## src/rtl/checksum_trailer_appender_pkg.sv

```systemverilog
// Shared types and sizing helpers for the checksum trailer appender.
// Holds the FSM state encoding, the half-width word derivation and the
// word-counter width function so every user sizes things the same way.
package checksum_trailer_appender_pkg;

  // Packet phases: pass payload, prime the engine, emit the two trailer words
  typedef enum logic [1:0] {
    PAYLOAD  = 2'd0,
    FLUSH    = 2'd1,
    TRAIL_HI = 2'd2,
    TRAIL_LO = 2'd3
  } state_t;

  // Payload and trailer words are half the checksum width
  function automatic int half_width(input int width);
    return width / 2;
  endfunction

  // Counter must be able to hold 0..words inclusive
  function automatic int cnt_width(input int words);
    return $clog2(words + 1);
  endfunction

endpackage

```

## src/rtl/checksum_trailer_appender.sv

```systemverilog
// Purpose: pass fixed-length half-width packets through, feed each word to an
//   external Fletcher engine, then append its Width-bit result as two trailer words.
// Latency: payload is zero-latency pass-through; trailer follows after one idle
//   FLUSH cycle. Backpressure: in_ready mirrors out_ready during payload, is held
//   low from FLUSH through the trailer; the engine is frozen while the trailer stalls.
// Optional build macro CHECKSUM_TRAILER_LEN_EN adds a per-packet pkt_len input.
module checksum_trailer_appender
  import checksum_trailer_appender_pkg::*;
#(
  parameter  int Width       = 32,
  parameter  int PacketWords = 256,
  localparam int WidthHalf   = half_width(Width),
  localparam int CntW        = cnt_width(PacketWords)
) (
  input  logic                 clk,
  input  logic                 rst,
`ifdef CHECKSUM_TRAILER_LEN_EN
  input  logic [CntW-1:0]      pkt_len,
`endif
  input  logic                 in_valid,
  output logic                 in_ready,
  input  logic [WidthHalf-1:0] in_data,
  output logic                 out_valid,
  input  logic                 out_ready,
  output logic [WidthHalf-1:0] out_data,
  output logic                 out_last,
  output logic                 ck_rst,
  output logic                 ck_en,
  output logic [WidthHalf-1:0] ck_din,
  input  logic [Width-1:0]     ck_dout
);

  state_t          state_q;
  state_t          state_d;
  logic [CntW-1:0] cnt_q;
  logic            in_xfer;
  logic            out_xfer;
  logic            last_word;
  logic            zero_len;

  assign in_xfer  = in_valid && in_ready;
  assign out_xfer = out_valid && out_ready;

`ifdef CHECKSUM_TRAILER_LEN_EN
  logic [CntW-1:0] len_q;
  logic [CntW-1:0] len_clamp;
  logic [CntW-1:0] len_eff;

  // Oversized requests are clamped to the maximum packet length
  assign len_clamp = (pkt_len > CntW'(PacketWords)) ? CntW'(PacketWords) : pkt_len;
  // The requested length is live only before the first word; afterwards the latched copy rules
  assign len_eff   = (cnt_q == '0) ? len_clamp : len_q;
  assign last_word = (cnt_q == (len_eff - CntW'(1)));
  // An empty packet skips payload entirely and goes straight to the trailer
  assign zero_len  = (state_q == PAYLOAD) && (cnt_q == '0) && (len_clamp == '0);

  // Hold the packet length for the remainder of the packet once its first word is accepted
  always_ff @(posedge clk) begin
    if (rst) begin
      len_q <= '0;
    end else if (in_xfer && (cnt_q == '0)) begin
      len_q <= len_clamp;
    end
  end
`else
  assign last_word = (cnt_q == CntW'(PacketWords - 1));
  assign zero_len  = 1'b0;
`endif

  // State register
  always_ff @(posedge clk) begin
    if (rst) begin
      state_q <= PAYLOAD;
    end else begin
      state_q <= state_d;
    end
  end

  // Payload word counter; cleared at the end of each packet so the next starts at zero
  always_ff @(posedge clk) begin
    if (rst) begin
      cnt_q <= '0;
    end else if (in_xfer) begin
      if (last_word) begin
        cnt_q <= '0;
      end else begin
        cnt_q <= cnt_q + CntW'(1);
      end
    end
  end

  // Next-state: FLUSH is a single unconditional cycle, trailer words advance on accept
  always_comb begin
    state_d = state_q;
    case (state_q)
      PAYLOAD: begin
        if (zero_len || (in_xfer && last_word)) begin
          state_d = FLUSH;
        end
      end
      FLUSH: begin
        state_d = TRAIL_HI;
      end
      TRAIL_HI: begin
        if (out_ready) begin
          state_d = TRAIL_LO;
        end
      end
      TRAIL_LO: begin
        if (out_ready) begin
          state_d = PAYLOAD;
        end
      end
      default: begin
        state_d = PAYLOAD;
      end
    endcase
  end

  // Outputs: pass-through in payload, one zero enable to settle the B sum, then the
  // trailer straight from the engine's registered result
  always_comb begin
    out_valid = 1'b0;
    in_ready  = 1'b0;
    out_data  = '0;
    out_last  = 1'b0;
    ck_en     = 1'b0;
    ck_din    = '0;
    case (state_q)
      PAYLOAD: begin
        if (!zero_len) begin
          out_valid = in_valid;
          in_ready  = out_ready;
          out_data  = in_data;
          ck_din    = in_data;
          ck_en     = in_valid && out_ready;
        end
      end
      FLUSH: begin
        ck_en = 1'b1;
      end
      TRAIL_HI: begin
        out_valid = 1'b1;
        out_data  = ck_dout[Width-1:WidthHalf];
      end
      TRAIL_LO: begin
        out_valid = 1'b1;
        out_data  = ck_dout[WidthHalf-1:0];
        out_last  = 1'b1;
      end
      default: begin
        out_valid = 1'b0;
      end
    endcase
    if (rst) begin
      out_valid = 1'b0;
      in_ready  = 1'b0;
      ck_en     = 1'b0;
    end
  end

  // Clear the engine on reset and as the final trailer word leaves, ready for the next packet
  assign ck_rst = rst || ((state_q == TRAIL_LO) && out_xfer);

endmodule

```

## config.mk

```make
export PLATFORM = sky130hd
export DESIGN_NAME = checksum_trailer_appender
export DESIGN_NICKNAME = d
export VERILOG_FILES = /design/src/rtl/checksum_trailer_appender_pkg.sv /design/src/rtl/checksum_trailer_appender.sv
export SDC_FILE = /design/constraint.sdc
export NUM_CORES = 1
export LEC_CHECK = 0
export BUFFER_PORTS_ARGS = -buffer_cell sky130_fd_sc_hd__buf_2
export CAP_MARGIN = 10
export CORE_UTILIZATION = 31
export CTS_CLUSTER_DIAMETER = 100
export DETAILED_ROUTE_END_ITERATION = 12
export PLACE_DENSITY = 0.7
export SYNTH_ARGS = -nofsm -noshare
export SYNTH_HDL_FRONTEND = slang
export SYNTH_SLANG_ARGS = --single-unit
```

## constraint.sdc

```tcl
create_clock -name clk -period 1.68 [get_ports clk]
set_input_delay 0.084 -clock clk [delete_from_list [all_inputs] [get_ports clk]]
set_output_delay 0.084 -clock clk [all_outputs]
set_load 0.1 [all_outputs]
```

==> results of run 1 <==
==> repair_timing <==
action | in CTS
gates resized for setup | 23
pin swaps | 6
cloned | 0
endpoints found under the setup margin | 21
buffers inserted | 4
==> through the flow <==
step | hold slack, ps | setup WS [ps] | setup TNS (ps)
after floorplan | 355 | -227 | -3120
after detailed placement | 439 | -26.0 | -45.8
after CTS | 153 | -129 | -1410
after global placement | 433 | 39.2 | 0
==> layer usage <==
layer	GRT overflow	track usage [%]
met1	0	72.4
met4	31	92.0
met5	0	6.35
met3	0	42.6
met2	53	96.8
==> synth_stat cells (all sizes together) <==
library cell,count
nand2,7
nor4,3
clkbuf,2
nand3,2
o21ai,1
nor3,1
buf,7
and4b,2
a221oi,16
a311oi,1
o41ai,1
a211oi,2
or2,1
mux2i,1
ha,6
o311a,1
and2,16
and4,1
a41o,1
nand4,2
o21bai,1
xnor2,3
xor2,2
nor2,22
nand4b,1
a21oi,5
inv,6
and3,2
a211o,2
dfxtp,11
or3,2
==> cells by family after synthesis <==
logic type / count (synthesis)
buffers and inverters: 15
xor gates and xnor gates: 5
AOI/OAI and AO/OA: 31
adders and majority gates: 6
DFF: 11
and+or+nand+nor: 62
muxes: 1
==> flow_summary.json, run 1 <==
{
  "run_status": "did not finish",
  "haltStage": "global routing (5_1_grt)",
  "error_line": "[ERROR GRT-0232] Routing congestion too high. Check the congestion heatmap in the GUI.",
  "yosysTopAreaCell": "dfxtp_1",
  "cts_made_buffers": 3,
  "portBuffers": 88,
  "syn_nets": 189,
  "post_dp_cell_area_um2": 2440,
  "cts_sinks": 11,
  "syn_avg_cell_area_um2": 7.88,
  "gp_congestion": 0.816,
  "gr-total-overflow": 84,
  "synth-simple-area-share_pct": 34.4,
  "grt.total_usage_pct": 73.9,
  "cts-root-buf": "clkbuf_4",
  "dp_hpwl_mm": 3.59,
  "initial_core_util_pct": 33.3,
  "row_count": 20,
  "cts_buffer_depth": 2,
  "ys_warn_count": 0,
  "ys_seq_area_share_pct": 21.3,
  "htree_levels": 1,
  "synth.cell_area_um2": 1030,
  "antenna_found_initial": 2,
  "ys_types": 34,
  "synth_top_family_by_area": "simple AND/OR/NAND/NOR gates",
  "synth_top_cell_area_share_pct": 21.3,
  "chipHeight_um": 59.7,
  "grt_max_degree": 21,
  "die_w_um": 59.7,
  "io_pins": 89,
  "synthAdderAreaFrac_pct": 7.27,
  "synth_compound_area_share_pct": 25.8,
  "synth_area_leaders": "dfxtp_1 21%, a221oi_1 14%, and2_1 9.7%",
  "worstEndpointType": "primary output",
  "dp.cells": 272,
  "synth-seq-cells": 11,
  "grt_repair_worst_endpoint": "out_data[1]",
  "synthXorXnorAreaFrac_pct": 4.24,
  "muxShareOfSynthArea_pct": 0.970,
  "hold_buffers": 0,
  "syn-instance-count": 131
}
==> run 2, diff against run 1 <==
CORE_UTILIZATION = 20   (was 31)
CTS_CLUSTER_DIAMETER = unset   (was 100)
PLACE_DENSITY = unset   (was 0.7)
PLACE_DENSITY_LB_ADDON = 0.15   (was unset)
clock period = 2.2 ns   (was 1.68 ns; I/O delays follow)
==> run 2 against run 1 <==
Net effect:
- the run now ends clean
- synthesized cell count did not move
- area after synthesis stayed put
==> flow_summary.json, run 2 <==
{
  "yosysTopAreaCell": "dfxtp_1",
  "cts_made_buffers": 3,
  "syn_nets": 189,
  "worst_pin_slew_ps": 536,
  "skew_ps": 2.74,
  "finalMaxSlewViolations": 0,
  "final_area_um2": 2140,
  "tritoncts": "yes",
  "htree_levels": 1,
  "gp_congestion": 0.736,
  "ys_types": 34,
  "row_count": 25,
  "drv_cap": 0,
  "grt_pass1_vias": 1124,
  "crit_path_max_fanout": 11,
  "first_pass_iters": 4,
  "synth-seq-cells": 11,
  "synth-edff-count": 0,
  "slowest_delay_ps": 380,
  "hp-class": "in -> reg",
  "drc": 0,
  "slowest_stage": "dfxtp_1",
  "fin_crit_ps": 2080,
  "grt.total_usage_pct": 12.7,
  "gr-total-overflow": 0,
  "cts_buffer_depth": 2,
  "cts_sinks": 11,
  "clock.fmax_mhz": 480,
  "coreArea_um2": 4850,
  "run_status": "completed",
  "initial_core_util_pct": 21.3,
  "start_kind": "register",
  "p_total_mw": 2.60,
  "hold_violations": 0,
  "synthTopCellsByCount": "22 x nor2_1, 16 x a221oi_1, 16 x and2_1, 11 x dfxtp_1, 7 x nand2_1",
  "vias": 1296,
  "die-area_um2": 5450,
  "critPathTopFamily": "buffers and inverters",
  "power_density_nw_per_um2": 1220,
  "post-place-ws_ps": 337,
  "slew_headroom_pct": 64.3,
  "wl_per_cell_um": 12.8,
  "setup_violations": 0,
  "cp-end-kind": "primary output",
  "dp.cells": 282,
  "ys_async_sr_fraction_pct": 0,
  "io_pins": 89,
  "whs_path_depth": 2,
  "top_register": "cnt_q",
  "insertion_delay_ps": 230,
  "reg.largest.list": "cnt_q x9, state_q x2",
  "path_depth": 7,
  "yosysMostFrequentCell": "nor2_1",
  "fin_crit_sh_pct": 94.7,
  "synth_ff_type": "dfxtp_1",
  "nets": 278,
  "vias_per_cell": 4.53,
  "cp.required_ps": 2090,
  "cts-root-buf": "clkbuf_8",
  "cp.arrival_ps": 1970,
  "vdd_drop_max_uv": 545,
  "r2r_cells": 7,
  "ys_warn_count": 0,
  "hold-worst-slack_ps": 221,
  "post_dp_cell_area_um2": 2020,
  "ant_nets": 0,
  "dp_hpwl_mm": 3.00,
  "synth_area_leaders": "dfxtp_1 21%, a221oi_1 14%, and2_1 9.7%",
  "syn_avg_cell_area_um2": 7.88,
  "grt_pass1_wl_mm": 5.38,
  "fin_cells": 286,
  "portBuffers": 88,
  "mostFrequentLayoutCells": "69 x buf_2, 19 x buf_12, 16 x and2_2, 16 x nor2_4",
  "path_buf_inv": 3,
  "grt_max_degree": 20,
  "worstPathCellList": "inv_1, ha_1, buf_4, and2_2, a221oi_1, nor2_4, buf_12",
  "drive_above_1_share_pct": 68.0,
  "syn-instance-count": 131,
  "areaGrowthSynthToFinish_pct": 107,
  "clk_pin_slew_ps": 50,
  "largest_reg_flops": 9,
  "synth.cell_area_um2": 1030,
  "ys_seq_area_share_pct": 21.3,
  "diodes": 0,
  "die_w_um": 73.8,
  "antenna_found_initial": 0,
  "wl_mm": 3.65,
  "setup_ws_ps": 117,
  "chipHeight_um": 73.8,
  "hold_buffers": 0,
  "final_common_cell": "buf_2",
  "p_leak_nw": 0.979,
  "synth_top_cell_area_share_pct": 21.3,
  "path_class": "reg -> out",
  "drt_iter0_markers": 24
}
run 2: cell counts after synthesis:
No cell type changed its count.
run 2: final timing paths:
check              from           to  slack (ps)
max reg2reg  state_q[0]     cnt_q[4]         400
min                 rst     cnt_q[1]         220
max          state_q[0]  out_data[2]         120
min reg2reg    cnt_q[1]     cnt_q[1]         470
run 2: where the power goes:
group	switching (mW)	internal, mW	leakage [nW]
Clock	0.0733	0.127	0.0228
Combinational	1.54	0.647	0.867
Sequential	0.00881	0.208	0.0889
Total	1.62	0.983	0.979
run 2: stage by stage:
| stage | setup TNS [ps] | util (%) |
|---|---|---|
| 2_1_floorplan | -438 | - |
| 3_3_place_gp | 0 | 41.7 |
| 3_5_place_dp | 0 | 41.7 |
| 4_1_cts | 0 | 42.6 |
| 5_1_grt | -1.78 | 44.1 |
| 6_report | 0 | 44.1 |
run 2: what timing repair did:
action                                  CTS  global route
buffers inserted                          0             0
endpoints found under the setup margin    0            17
gates resized for setup                   0            12
run 2: layer usage:
metal | part of all wire [%] | vias up | global-route usage, %
met2 | 50 | 46 | 21.3
li1 | - | 666 | -
met3 | 5.1 | 2 | 2.88
met4 | 0.47 | 0 | 2.56
met1 | 45 | 582 | 16.7
met5 | 0 | - | 0
run 2: final cells by class:
cell class / instances / area, µm²
timing repair buffer: 93 / 763
inverter: 6 / 22.5
multi-input combinational: 105 / 1000
tap: 67 / 83.8
fill: 457 / 2710
sequential: 11 / 220
clock buffer: 4 / 45.0
run 2: logic make-up after synthesis:
kind of cell / share of synthesized area, %
muxes: 0.970
buffers and inverters: 5.94
AOI/OAI and AO/OA: 25.8
adders and majority gates: 7.27
DFF: 21.3
xor gates and xnor gates: 4.24
and+or+nand+nor: 34.4
Power figures use the tool's default switching activity.
==> run 3, diff against run 2 <==
REMOVE_ABC_BUFFERS = 1   (was unset)
==> run 3 against run 2 <==
Net effect:
- clock skew fell by 1.1 ps
- first-iteration DRC count increased by 29%
- sequential power hardly changed
- maximum frequency up 4.2%
- sequential cell count did not move
- utilization decreased by 5.1 points
- critical path depth fell by 2
- routed wire length is 0.33% higher
- register-to-register slack improved by 40 ps
- worst setup slack better by 83 ps
- global-route usage increased by 1.4 points
- critical path type unchanged
- critical endpoint is now out_valid
- largest cell class is now non-clock buffers
==> flow_summary.json, run 3 (synthesis results as in run 2) <==
{
  "fin_cells": 286,
  "hp-class": "in -> reg",
  "cts-root-buf": "clkbuf_8",
  "final.setup.tns_ps": 0,
  "whs_path_depth": 2,
  "r2r_cells": 6,
  "wl_mm": 3.66,
  "clk_pin_slew_ps": 50,
  "slowest_delay_ps": 450,
  "tritoncts": "yes",
  "mostFrequentLayoutCells": "69 x buf_2, 22 x nor2_1, 19 x buf_12, 16 x and2_1, 16 x a221oi_1",
  "cp.required_ps": 2090,
  "combPwrFrac_pct": 82.6,
  "drv_cap": 0,
  "antenna_found_initial": 0,
  "final_area_um2": 1890,
  "setup_violations": 0,
  "grt.total_usage_pct": 14.1,
  "cts_sinks": 11,
  "portBuffers": 88,
  "final_util_pct": 38.9,
  "run_status": "completed",
  "setup_ws_ps": 200,
  "grt_max_degree": 20,
  "slew_headroom_pct": 52.9,
  "coreArea_um2": 4850,
  "p_leak_nw": 0.908,
  "min_from": "rst",
  "chipHeight_um": 73.8,
  "p_int_mw": 0.892,
  "r2r-end": "state_q[1]",
  "start_kind": "register",
  "reg.largest.list": "cnt_q x9, state_q x2",
  "fin_crit_sh_pct": 90.9,
  "switching_share_pct": 63.2,
  "path_buf_inv": 2,
  "hold_violations": 0,
  "top_register": "cnt_q",
  "p_clk_share_pct": 8.5,
  "critPathTopFamily": "buffers and inverters",
  "skew_ps": 1.67,
  "power_density_nw_per_um2": 1280,
  "cp.arrival_ps": 1890,
  "vdd_drop_max_uv": 723,
  "grt_pass1_wl_mm": 5.83,
  "ant_nets": 0,
  "r2r-start": "state_q[1]",
  "initial_core_util_pct": 21.3,
  "die_w_um": 73.8,
  "seqPwrFrac_pct": 8.9,
  "min_to": "cnt_q[0]",
  "finalMaxSlewViolations": 0,
  "cp-end-kind": "primary output",
  "io_pins": 89,
  "clock.fmax_mhz": 500,
  "row_count": 25,
  "wl_per_cell_um": 12.8,
  "crit_path_max_fanout": 11,
  "drc": 0,
  "drive_above_1_share_pct": 46.1,
  "areaGrowthSynthToFinish_pct": 82.9,
  "worst_pin_slew_ps": 707,
  "post-place-ws_ps": 382,
  "nets": 278,
  "path_class": "reg -> out",
  "post_dp_cell_area_um2": 1840,
  "cts_buffer_depth": 2,
  "drt_iter0_markers": 31,
  "insertion_delay_ps": 240,
  "diodes": 0,
  "worstPathCellList": "ha_1, buf_4, a211oi_1, nor3_1, buf_12",
  "gr-total-overflow": 0,
  "hold_buffers": 0,
  "p_switching_mw": 1.53,
  "vias": 1278,
  "fin_crit_ps": 2000,
  "first_pass_iters": 4,
  "cts_made_buffers": 3,
  "die-area_um2": 5450,
  "slowest_stage": "ha_1",
  "dp.cells": 282,
  "hold-worst-slack_ps": 176,
  "largest_reg_flops": 9,
  "final_common_cell": "buf_2",
  "postCtsSetupRepairBufs": 0,
  "vias_per_cell": 4.47,
  "rsz0062_at_grt": "no",
  "gp_congestion": 0.738,
  "htree_levels": 1,
  "grt_pass1_vias": 1205,
  "rrSetupSlack_ps": 440,
  "p_total_mw": 2.42,
  "dp_hpwl_mm": 3.06
}
-- run 3: cell counts in the layout (fill, tap and decap cells not counted) --
Identical to the previous run, type by type.
-- run 3: final cells by class --
| class | count | area (µm²) |
|---|---|---|
| clock buffer | 4 | 45.0 |
| timing repair buffer | 93 | 763 |
| tap | 67 | 83.8 |
| sequential | 11 | 220 |
| inverter | 6 | 22.5 |
| fill | 504 | 2960 |
| multi-input combinational | 105 | 753 |
-- run 3: worst register-to-register path, delay by kind of cell, from the launching register on --
family                   cells  cell delay [ps]
AO/OA/AOI/OAI                3              770
AND/OR/NAND/NOR              1              160
flip-flops                   1              320
adder cells (fa/ha/maj)      1              270
buffers and inverters        1              120
-- run 3: worst max path at each step --
stage / from / to / slack [ps] / cells after the start
4_1_cts: state_q[0] / out_data[1] / 120 / 7
3_3_place_gp: state_q[1] / state_q[1] / 380 / 6
2_1_floorplan: state_q[0] / ck_rst / -1600 / 3
5_1_grt: state_q[0] / out_data[1] / 3 / 7
6_report: state_q[0] / out_valid / 200 / 5
3_5_place_dp: state_q[1] / state_q[1] / 380 / 6
-- run 3: what timing repair did --
item | in CTS | in global routing
endpoints found under the setup margin | 0 | 8
resized for setup | 0 | 1
hold endpoints to repair | 0 | 0
-- run 3: power by group through the flow --
stage	registers, mW	logic [mW]	clock network [mW]
floorplan	0.219	1.38	0
global route	0.218	2.07	0.217
CTS	0.217	2.01	0.210
detailed placement	0.221	2.01	0
global placement	0.220	2.01	0
finish	0.217	2.00	0.206
-- run 3: per-layer routing --
layer  GRT usage [%]  routed length (µm)
met3            3.02                 129
met4            1.92                   9
met5               0                   0
met1            17.1                1550
met2            25.9                1980
==> run 4, diff against run 3 <==
--- a/config.mk
+++ b/config.mk
@@ -7,2 +7,3 @@
 export LEC_CHECK = 0
+export ABC_CLOCK_PERIOD_IN_PS = 2200
 export BUFFER_PORTS_ARGS = -buffer_cell sky130_fd_sc_hd__buf_2
==> constraint.sdc (replaced) <==
create_clock -name clk -period 2.2 [get_ports clk]
set_input_delay 0.44 -clock clk [delete_from_list [all_inputs] [get_ports clk]]
set_output_delay 0.44 -clock clk [all_outputs]
set_load 0.1 [all_outputs]
==> run 4 against run 3 <==
Net effect:
- register-to-register slack got worse by 190 ps
- non-clock buffer count rose by 3
- sequential power grew 2%
- critical endpoint is now out_data[10]
- clock-buffer cell count did not move
- final area grew 23%
- clock power decreased by 4%
- sequential cell count unchanged
- first-iteration DRC count up 45%
==> flow_summary.json, run 4 (synthesis results as in run 2) <==
{
  "run_status": "completed",
  "largest_reg_flops": 9,
  "gp_congestion": 0.796,
  "slew_headroom_pct": 77.1,
  "antenna_found_initial": 0,
  "cts_made_buffers": 3,
  "skew_ps": 0.849,
  "rrSetupSlack_ps": 250,
  "post-place-ws_ps": 131,
  "cts-root-buf": "clkbuf_8",
  "cp-end-kind": "primary output",
  "grtUsageMet2_pct": 30.5,
  "grt.total_usage_pct": 15.5,
  "min_from": "cnt_q[1]",
  "clock.fmax_mhz": 474,
  "path_class": "reg -> out",
  "vias": 1349,
  "gr-total-overflow": 0,
  "use_met3_pct": 2.47,
  "nets": 281,
  "r2r_cells": 8,
  "fin_crit_ps": 2110,
  "p_total_mw": 2.74,
  "min_to": "cnt_q[1]",
  "initial_core_util_pct": 21.3,
  "die-area_um2": 5450,
  "power_density_nw_per_um2": 1180,
  "coreArea_um2": 4850,
  "dp_hpwl_mm": 3.28,
  "tritoncts": "yes",
  "reg.largest.list": "cnt_q x9, state_q x2",
  "setup_violations": 0,
  "htree_levels": 1,
  "vdd_drop_max_uv": 715,
  "io_pins": 89,
  "top_usage_layer": "met2",
  "mostFrequentLayoutCells": "51 x buf_2, 37 x buf_12, 15 x nor2_1, 11 x a221oi_2",
  "setup_ws_ps": 91.6,
  "drv_cap": 0,
  "top_register": "cnt_q",
  "whs_path_depth": 2,
  "hold_buffers": 0,
  "diodes": 0,
  "chipHeight_um": 73.8,
  "final_util_pct": 47.8,
  "cts_buffer_depth": 2,
  "p_leak_nw": 1.07,
  "crit_path_max_fanout": 15,
  "clk_pin_slew_ps": 50,
  "cp.arrival_ps": 1670,
  "drive_above_1_share_pct": 60.4,
  "grt_max_degree": 21,
  "row_count": 25,
  "cp.required_ps": 1760,
  "rsz0062_at_grt": "no",
  "r2r-end": "state_q[0]",
  "hp-class": "reg -> reg",
  "fin_crit_sh_pct": 95.8,
  "drt_iter0_markers": 45,
  "wl_per_cell_um": 14.9,
  "final_common_cell": "buf_2",
  "worst_pin_slew_ps": 343,
  "r2r-start": "state_q[0]",
  "wl_mm": 4.31,
  "ant_nets": 0,
  "areaGrowthSynthToFinish_pct": 124,
  "hold-worst-slack_ps": 477,
  "vias_per_cell": 4.67,
  "first_pass_iters": 4,
  "die_w_um": 73.8,
  "met1_usage_pct": 16.8,
  "grt_pass1_vias": 1273,
  "grt_pass1_wl_mm": 6.33,
  "hold_violations": 0,
  "portBuffers": 88,
  "cts_sinks": 11,
  "drc": 0,
  "finalMaxSlewViolations": 0,
  "start_kind": "register",
  "insertion_delay_ps": 230
}
## run 4: power breakdown
group | switching [mW] | total, mW | internal (mW)
Clock | 0.0709 | 0.198 | 0.127
Combinational | 1.53 | 2.33 | 0.799
Sequential | 0.00965 | 0.221 | 0.211
Total | 1.61 | 2.74 | 1.14
## run 4: repair_timing
item	in CTS	in global routing
gates resized for setup	12	25
pin swaps	7	6
setup buffers	1	0
endpoints found under the setup margin	16	16
cloned	0	0
## run 4: cell type report
| class | count | area, µm² |
|---|---|---|
| sequential | 11 | 225 |
| multi-input combinational | 105 | 873 |
| timing repair buffer | 96 | 1070 |
| fill | 474 | 2530 |
| tap | 67 | 83.8 |
| clock buffer | 4 | 45.0 |
| inverter | 6 | 22.5 |
## run 4: routing by layer
layer / vias to the layer above / routed length (µm)
li1: 675 / -
met1: 621 / 1650
met2: 41 / 2380
met3: 12 / 142
met4: 0 / 138
met5: - / 0
## run 4: worst max-delay path by stage
stage	start	endpoint	cells after the start
2_1_floorplan	state_q[0]	ck_rst	3
3_3_place_gp	state_q[0]	out_data[15]	7
3_5_place_dp	state_q[0]	out_data[12]	7
4_1_cts	state_q[0]	out_data[10]	7
5_1_grt	state_q[0]	out_data[4]	7
6_report	state_q[0]	out_data[10]	7
## run 4: critical path: stages, from the launching register on
cell,delay (ps)
dfxtp_4,350
inv_2,70
ha_2,190
buf_8,150
and2_1,210
a221oi_2,50
nor2_1,200
buf_12,210
## run 4: metrics by stage
step	cell area (µm²)	TNS, ps	cells
after global routing	2320	0	289
after floorplan	993	-27050	122
after detailed placement	2130	0	284
after global placement	2130	0	284
after CTS	2220	0	289
final	2320	0	289
